File: src/rtl/spi_bus_arb.sv
// rtl/spi_bus_arb.sv - round-robin arbiter sharing one SPI master among three requesters
// Routes the master's slave select to the granted target and enforces an idle gap between transactions.
module spi_bus_arb #(
    parameter int GAP_CYCLES = 4,
    parameter int TO_CYCLES  = 1024
) (
    input  logic        clk_i,
    input  logic        rst_i,
    input  logic [2:0]  req_i,
    input  logic [15:0] cmd0_i,
    input  logic [15:0] cmd1_i,
    input  logic [15:0] cmd2_i,
    input  logic [2:0]  tgt0_i,
    input  logic [2:0]  tgt1_i,
    input  logic [2:0]  tgt2_i,
    output logic [2:0]  gnt_o,
    output logic [2:0]  done_o,
    output logic [15:0] rdata_o,
    output logic        err_o,
    input  logic        clr_err_i,
    output logic        spi_wrt_o,
    output logic [15:0] spi_cmd_o,
    input  logic        spi_done_i,
    input  logic [15:0] spi_rd_i,
    input  logic        spi_ss_n_i,
    output logic        ch1_ss_n_o,
    output logic        ch2_ss_n_o,
    output logic        ch3_ss_n_o,
    output logic        trig_ss_n_o,
    output logic        eep_ss_n_o
);

    localparam int TO_W  = (TO_CYCLES > 1) ? $clog2(TO_CYCLES) : 1;
    localparam int GAP_W = (GAP_CYCLES > 1) ? $clog2(GAP_CYCLES) : 1;
    localparam logic [TO_W-1:0]  TO_LAST  = TO_W'((TO_CYCLES > 0) ? TO_CYCLES - 1 : 0);
    localparam logic [GAP_W-1:0] GAP_LAST = GAP_W'((GAP_CYCLES > 0) ? GAP_CYCLES - 1 : 0);

    typedef enum logic [1:0] {
        ST_IDLE = 2'd0,
        ST_BUSY = 2'd1,
        ST_GAP  = 2'd2
    } state_t;

    state_t             state_q, state_d;
    logic [2:0]         gnt_q, gnt_d;
    logic [2:0]         done_q, done_d;
    logic [15:0]        rdata_q, rdata_d;
    logic               err_q, err_d;
    logic               wrt_q, wrt_d;
    logic [15:0]        cmd_q, cmd_d;
    logic [2:0]         tgt_q, tgt_d;
    logic [1:0]         rr_ptr_q, rr_ptr_d;
    logic [TO_W-1:0]    busy_cnt_q, busy_cnt_d;
    logic [GAP_W-1:0]   gap_cnt_q, gap_cnt_d;

    logic [1:0]         win;
    logic               win_valid;
    logic [15:0]        win_cmd;
    logic [2:0]         win_tgt;
    logic               err_event;
    logic [4:0]         ss_n;

    // Scan from the farthest candidate back to rr_ptr so the nearest requester is the last assignment.
    always_comb begin
        win       = 2'd0;
        win_valid = 1'b0;
        for (int k = 2; k >= 0; k--) begin
            if (req_i[(int'(rr_ptr_q) + k) % 3]) begin
                win       = 2'((int'(rr_ptr_q) + k) % 3);
                win_valid = 1'b1;
            end
        end
    end

    always_comb begin
        case (win)
            2'd1:    begin win_cmd = cmd1_i; win_tgt = tgt1_i; end
            2'd2:    begin win_cmd = cmd2_i; win_tgt = tgt2_i; end
            default: begin win_cmd = cmd0_i; win_tgt = tgt0_i; end
        endcase
    end

    always_comb begin
        state_d    = state_q;
        gnt_d      = gnt_q;
        done_d     = 3'b000;
        rdata_d    = rdata_q;
        wrt_d      = 1'b0;
        cmd_d      = cmd_q;
        tgt_d      = tgt_q;
        rr_ptr_d   = rr_ptr_q;
        busy_cnt_d = busy_cnt_q;
        gap_cnt_d  = gap_cnt_q;
        err_event  = 1'b0;

        case (state_q)
            ST_IDLE: begin
                if (win_valid) begin
                    rr_ptr_d = (win == 2'd2) ? 2'd0 : win + 2'd1;
                    if (win_tgt > 3'd4) begin
                        done_d    = 3'b001 << win;
                        err_event = 1'b1;
                        gap_cnt_d = '0;
                        state_d   = (GAP_CYCLES == 0) ? ST_IDLE : ST_GAP;
                    end else begin
                        gnt_d      = 3'b001 << win;
                        cmd_d      = win_cmd;
                        tgt_d      = win_tgt;
                        wrt_d      = 1'b1;
                        busy_cnt_d = '0;
                        state_d    = ST_BUSY;
                    end
                end
            end
            ST_BUSY: begin
                if (spi_done_i || busy_cnt_q == TO_LAST) begin
                    done_d    = gnt_q;
                    gnt_d     = 3'b000;
                    gap_cnt_d = '0;
                    state_d   = (GAP_CYCLES == 0) ? ST_IDLE : ST_GAP;
                    if (spi_done_i) begin
                        rdata_d = spi_rd_i;
                    end else begin
                        rdata_d   = 16'hFFFF;
                        err_event = 1'b1;
                    end
                end else begin
                    busy_cnt_d = busy_cnt_q + 1'b1;
                end
            end
            ST_GAP: begin
                if (gap_cnt_q == GAP_LAST) begin
                    state_d = ST_IDLE;
                end else begin
                    gap_cnt_d = gap_cnt_q + 1'b1;
                end
            end
            default: state_d = ST_IDLE;
        endcase

        // A fresh error outranks a clear in the same cycle.
        err_d = (err_q && !clr_err_i) || err_event;
    end

    always_ff @(posedge clk_i or posedge rst_i) begin
        if (rst_i) begin
            state_q    <= ST_IDLE;
            gnt_q      <= 3'b000;
            done_q     <= 3'b000;
            rdata_q    <= 16'h0000;
            err_q      <= 1'b0;
            wrt_q      <= 1'b0;
            cmd_q      <= 16'h0000;
            tgt_q      <= 3'd0;
            rr_ptr_q   <= 2'd0;
            busy_cnt_q <= '0;
            gap_cnt_q  <= '0;
        end else begin
            state_q    <= state_d;
            gnt_q      <= gnt_d;
            done_q     <= done_d;
            rdata_q    <= rdata_d;
            err_q      <= err_d;
            wrt_q      <= wrt_d;
            cmd_q      <= cmd_d;
            tgt_q      <= tgt_d;
            rr_ptr_q   <= rr_ptr_d;
            busy_cnt_q <= busy_cnt_d;
            gap_cnt_q  <= gap_cnt_d;
        end
    end

    always_comb begin
        ss_n = 5'b11111;
        if (state_q == ST_BUSY) begin
            case (tgt_q)
                3'd0:    ss_n[0] = spi_ss_n_i;
                3'd1:    ss_n[1] = spi_ss_n_i;
                3'd2:    ss_n[2] = spi_ss_n_i;
                3'd3:    ss_n[3] = spi_ss_n_i;
                3'd4:    ss_n[4] = spi_ss_n_i;
                default: ss_n = 5'b11111;
            endcase
        end
    end

    assign ch1_ss_n_o  = ss_n[0];
    assign ch2_ss_n_o  = ss_n[1];
    assign ch3_ss_n_o  = ss_n[2];
    assign trig_ss_n_o = ss_n[3];
    assign eep_ss_n_o  = ss_n[4];

    assign gnt_o     = gnt_q;
    assign done_o    = done_q;
    assign rdata_o   = rdata_q;
    assign err_o     = err_q;
    assign spi_wrt_o = wrt_q;
    assign spi_cmd_o = cmd_q;

endmodule

File: config.mk
export PLATFORM = sky130hd
export DESIGN_NAME = spi_bus_arb
export DESIGN_NICKNAME = d
export VERILOG_FILES = /design/src/rtl/spi_bus_arb.sv
export SDC_FILE = /design/constraint.sdc
export NUM_CORES = 1
export LEC_CHECK = 0
export BUFFER_PORTS_ARGS = -buffer_cell sky130_fd_sc_hd__buf_2
export CAP_MARGIN = 20
export CORE_MARGIN = 5
export CORE_UTILIZATION = 53
export CTS_CLUSTER_DIAMETER = 200
export DETAILED_ROUTE_END_ITERATION = 8
export PLACE_DENSITY = 0.86
export REMOVE_ABC_BUFFERS = 1
export SYNTH_ARGS = -nofsm -noshare
export SYNTH_HDL_FRONTEND = slang
export SYNTH_SLANG_ARGS = --single-unit
File: constraint.sdc
create_clock -name clk_i -period 9.03 [get_ports clk_i]
set_input_delay 1.806 -clock clk_i [delete_from_list [all_inputs] [get_ports clk_i]]
set_output_delay 1.806 -clock clk_i [all_outputs]
set_load 0.02 [all_outputs]
Word level (Yosys, flattened, before mapping):

Cells that the tools add are included.

* RAM bits: 0
* register bits after elaboration: 59
* logic and storage cells: 112
* memories: 0
* bits in latches: 0
* input bits: 81
* ROM bits: 0

* equal/unequal tests: 17
* magnitude comparators: 4
* multiplexer cells: 55
* shifts and indexed selects: 1
* add/sub/neg operators: 5
* divide/modulo/power cells: 3
* reduce and logical (&&, ||, !) cells: 15
* bitwise logic cells: 1
* multiply operators: 0

Operators by type and width (count)
* 32-bit by 4-bit < comparator with 1-bit output, second input constant: 3
* 32-bit by 3-bit modulo with 32-bit output, second input constant: 2
* 3-bit by 3-bit modulo with 32-bit output, second input constant: 1
* 16-bit case mux with 2 select lines: 1
* 10-bit two-way mux: 3
* 2-bit two-way mux: 12
* 1-bit two-way mux: 21
* 10-bit case mux with 2 select lines: 1
* 3-bit two-way mux: 6
* 3-bit case mux with 2 select lines: 3
* 16-bit two-way mux: 1
* 2-bit inequality test, second input constant: 7
* 2-bit case mux with 3 select lines: 2
* 10-bit by 1-bit adder with 10-bit output, second input constant: 1
* 10-bit == test, second input constant: 1
* 4-bit AND reduction: 2
* 1-bit binary-select mux with 2-bit select: 3
* 2-bit == test, second input constant: 3
* 3-bit by 2-bit == test with 1-bit output, second input constant: 2
* 3-bit AND reduction: 2
* 5-bit two-way mux: 1
* 5-bit AND reduction: 1
* 2-bit by 1-bit adder with 2-bit output, second input constant: 2
* 2-bit by 1-bit == test with 1-bit output, second input constant: 2
* other kinds (16): 18

Longest topological paths before layout:

* depth in word-level cells: 15
* depth in mapped cells: 16

Worst setup path after synthesis:

OpenSTA, ideal clock, no wires.

* kind: input port to flip-flop
* start point: in req_i[1]
* end point: reg cmd_q[0] (netlist: spi_cmd_o[0])
* stages on the path: 14
* path buffers: 2
* arrival: 4127 ps
* path slack: 4775 ps
* path through: nor2b_1 o211ai_1 nor2_1 a21oi_1 o22a_1 inv_1 ha_1 buf_2 a22o_1 mux2i_1 a21oi_2 nor2_2 buf_4 mux2_1

* word-level cells in the longest chain between the ends: 11
* elaborated cells on any way between the ends: 22
* classes of those cells: order compare (1); eq/ne (2); mux (17); bitwise (1); reduce/logical (1)

Ends and longest elaborated chain
* start, declared: line 9 `input logic [2:0] req_i,`
* 1-bit binary-select mux with 2-bit select: line 68 `if (req_i[(int'(rr_ptr_q) + k) % 3]) begin`
* 1-bit two-way mux (implied by the code) (2 in a row): line 68
* 2-bit two-way mux (3 in a row): line 68
* 2-bit == test or 2-bit by 1-bit == test with 1-bit output (tied branches): line 76 `case (win)`
* 3-bit case mux with 2 select lines: line 76
* 3-bit greater-than comparator: line 100 `if (win_tgt > 3'd4) begin`
* 1-bit inverter (no source line)
* 3-bit AND reduction (no source line)
* end signal, assigned: line 165 `cmd_q <= cmd_d;`
* end, declared: line 50 `logic [15:0] cmd_q, cmd_d;`

Several ways; a longest one is shown, not always the timed one. The select of a mux whose other input is x is not followed.
A chain may end at the register's enable or synchronous reset.

Worst setup path in the final report:

* start point: in req_i[1]
* end point: reg cmd_q[14] (netlist: spi_cmd_o[14])

Same word-level chain as after synthesis.

==> reports/qor.yml <==
grt_pass1_vias: 2901
grt-ovfl-total: 0
arrival_ps: 5330
ys_warn_count: 0
power.leakage_nw: 2.02
cts.path.max_buffers: 2
synthSimpleGateAreaFrac_pct: 13.6
timing.hold.ws_ps: 490
yosysUniqueCellTypes: 57
routedWlPerCell_um: 15.8
r2r_start: "rr_ptr_q[0]$_DFFE_PP0P_"
fmax_ghz: 0.196
tightest_slew_ps: 1000
layout-drive-gt1-share_pct: 34.5
syn_area_sq_um: 3260
routed_wirelength_um: 8400
clkSinkCount: 59
row_count: 28
areaGrowthSynthToFinish_pct: 27.8
fin_crit_sh_pct: 56.6
clk_pin_slew_ps: 70
vdd_drop_max_mv: 0.232
avgSynthCellArea_sq_um: 9.80
gr-usage-all-layers_pct: 22.1
die_w_um: 88.5
ys_ff_latch: 59
worstSetupPathType: "in2reg"
finalSetupViolations: 0
grt_pass1_wl_um: 13600
dp_worst_setup_slack_ps: 3330
setup_ws_ps: 3920
synthMuxAreaShare_pct: 9.90
io_buffer_count: 125
fillCellCount: 444
finalHoldViolCount: 0
hold_start: "spi_cmd_o[4]$_DFFE_PP0P_"
finalNetCount: 544
cts_buffers: 9
cts_resized: 0
synth_top_family_by_area: "compound AO/OA/AOI/OAI gates"
grt_max_degree: 60
maxCapViolCount: 0
seq_area_frac_synth_pct: 45.3
hold_buffers: 0
relSlewSlack_pct: 33.1
syn_inst: 333
synthAdderAreaFrac_pct: 3.84
die_h_um: 88.5
dr_total_vias: 2967
min-delay-path-class: "reg2reg"
status: "complete, no violations"
critPathLaunchType: "primary input"
dpl.hpwl_um: 6020
antenna_cells: 0
worstSkewPairLatency_ps: 330
cts_tree: "built"
startpoint: "req_i[1]"
drt_iter0_drc: 157
end_kind: "flip-flop"
die_area_sq_um: 7820
p_per_area_nw_per_um2: 368
final_max_slew_viol_count: 0
finalClockSkew_ps: 5.93
rsz0062_at_grt: "false"
vias_per_cell: 5.57
place.gp.congestion: 0.968
tns_ps: 0
worstPathMaxFanout: 35
drt_pass1_iterations: 4
pin_count: 126
synth_xor_area_share_pct: 0
initial_core_util_pct: 54.8
synth_top_flop_cell: "dfrtp_1"
coreArea_sq_um: 5960
cts.htree.levels: 3
cts_root_buffer: "clkbuf_8"
ant_nets: 0
total_power_w: 0.00153
grt_antenna_before_repair: 0
post-cts-setup-buffers: 0
synth_compound_area_share_pct: 20.9
remaining_drc_errors: 0
period_needed_ps: 5110
async_reset_ff_share_pct: 100
cp.required_ps: 9240
synth_edf_count: 0
-- cell type report --
cell class	instances	area (sq um)	area share, %
Clock buffer	11	141	3.39
Clock inverter	5	100	2.40
Inverter	29	109	2.61
Multi-Input combinational cell	226	1570	37.7
Sequential cell	59	1480	35.4
Tap cell	75	93.8	2.25
Timing Repair Buffer	128	676	16.2
-- flip-flops by register name, indices dropped and copies added (netlist names) --
| signal | count |
|---|---|
| state_q | 2 |
| done_o | 3 |
| spi_cmd_o | 16 |
| spi_wrt_o | 1 |
| err_o | 1 |
| rdata_o | 16 |
| gap_cnt_q | 2 |
| tgt_q | 3 |
| busy_cnt_q | 10 |
| gnt_o | 3 |
| rr_ptr_q | 2 |
-- final timing paths --
| path | to | slack, ps | cells after the start |
|---|---|---|---|
| hold / removal | spi_cmd_o[4]$_DFFE_PP0P_ | 490 | 1 |
| min in group asynchronous | rdata_o[5]$_DFFE_PP0P_ | 1670 | 3 |
| hold reg to reg | spi_cmd_o[4]$_DFFE_PP0P_ | 490 | 1 |
| max in group asynchronous | rdata_o[8]$_DFFE_PP0P_ | 6870 | 3 |
| setup / recovery | spi_cmd_o[14]$_DFFE_PP0P_ | 3920 | 12 |
| setup reg to reg | spi_cmd_o[14]$_DFFE_PP0P_ | 4660 | 13 |
-- power breakdown --
part,leakage [nW],switching [W],internal (W),total (W)
clock network,0.123,0.000103,0.000190,0.000293
registers,0.708,0.0000640,0.000372,0.000436
logic,1.19,0.000475,0.000328,0.000803
total,2.02,0.000642,0.000891,0.00153
-- routing by layer --
| metal | global-route usage [%] | vias up | wire length [um] |
|---|---|---|---|
| li1 | - | 1429 | - |
| met1 | 28.3 | 1410 | 3390 |
| met2 | 36.9 | 120 | 4280 |
| met3 | 4.66 | 8 | 663 |
| met4 | 8.52 | 0 | 68 |
| met5 | 0 | - | 0 |
-- worst max-delay path: stages --
cell and delay, ps:
buf_2 130, nor2b_1 110, o211ai_1 110, nor2_1 150, a21oi_1 60, o22a_1 270, ha_1 980, mux2i_1 500
a21oi_2 210, nor2_2 410, buf_8 240, mux2_2 350
-- stage by stage --
step	utilization (%)	area, sq um	cells
floorplan	-	3160	314
global placement	65.2	3880	515
detailed placement	65.2	3880	515
CTS	69.3	4130	531
global route	70.0	4170	533
finish	70.0	4170	533
-- cell usage in the layout (no fill, tap or decap), drive strengths merged, types with 3 or more instances in the layout --
master,synthesis,routed
mux2i,9,9
dfrtp,59,59
buf,14,128
inv,29,29
a21oi,27,27
mux2,20,20
nand2,11,11
o21ai,10,10
nor2,38,38
a31oi,18,18
nor2b,3,3
bufinv,0,3
clkbuf,5,11
ha,10,10
a22o,6,6
nand2b,11,11
nand3,8,8
a22oi,17,17
-- cell families (layout without fill, tap and decap cells) --
group	after synthesis	in the layout
fa+ha+maj	10	10
compound gates	98	98
flops	59	59
simple gates	89	89
mux	29	29
buf+inv	48	173
-- synth_stat cells, types with 2 or more instances --
library cell | number | share of area, %
buf_6 | 2 | 0.69
buf_4 | 3 | 0.69
nand2b_1 | 11 | 2.1
mux2_2 | 5 | 1.7
ha_1 | 10 | 3.8
nor3_1 | 2 | 0.31
a21oi_1 | 26 | 4.0
a31oi_1 | 18 | 3.5
a221o_1 | 2 | 0.61
mux2_4 | 2 | 0.92
nand4_1 | 2 | 0.38
mux2i_1 | 9 | 2.8
a22o_1 | 6 | 1.6
dfrtp_1 | 59 | 45
mux2_1 | 13 | 4.5
o21ai_0 | 9 | 1.4
a22oi_1 | 17 | 3.9
nor2b_1 | 3 | 0.58
nand3_1 | 8 | 1.2
nor2_1 | 37 | 4.3
clkbuf_1 | 5 | 0.58
a21o_1 | 2 | 0.46
a211oi_1 | 2 | 0.46
buf_2 | 6 | 0.92
buf_1 | 3 | 0.35
nand2_1 | 11 | 1.3
inv_1 | 29 | 3.3
nor4_1 | 2 | 0.38
(Power assumes the default switching activity.)
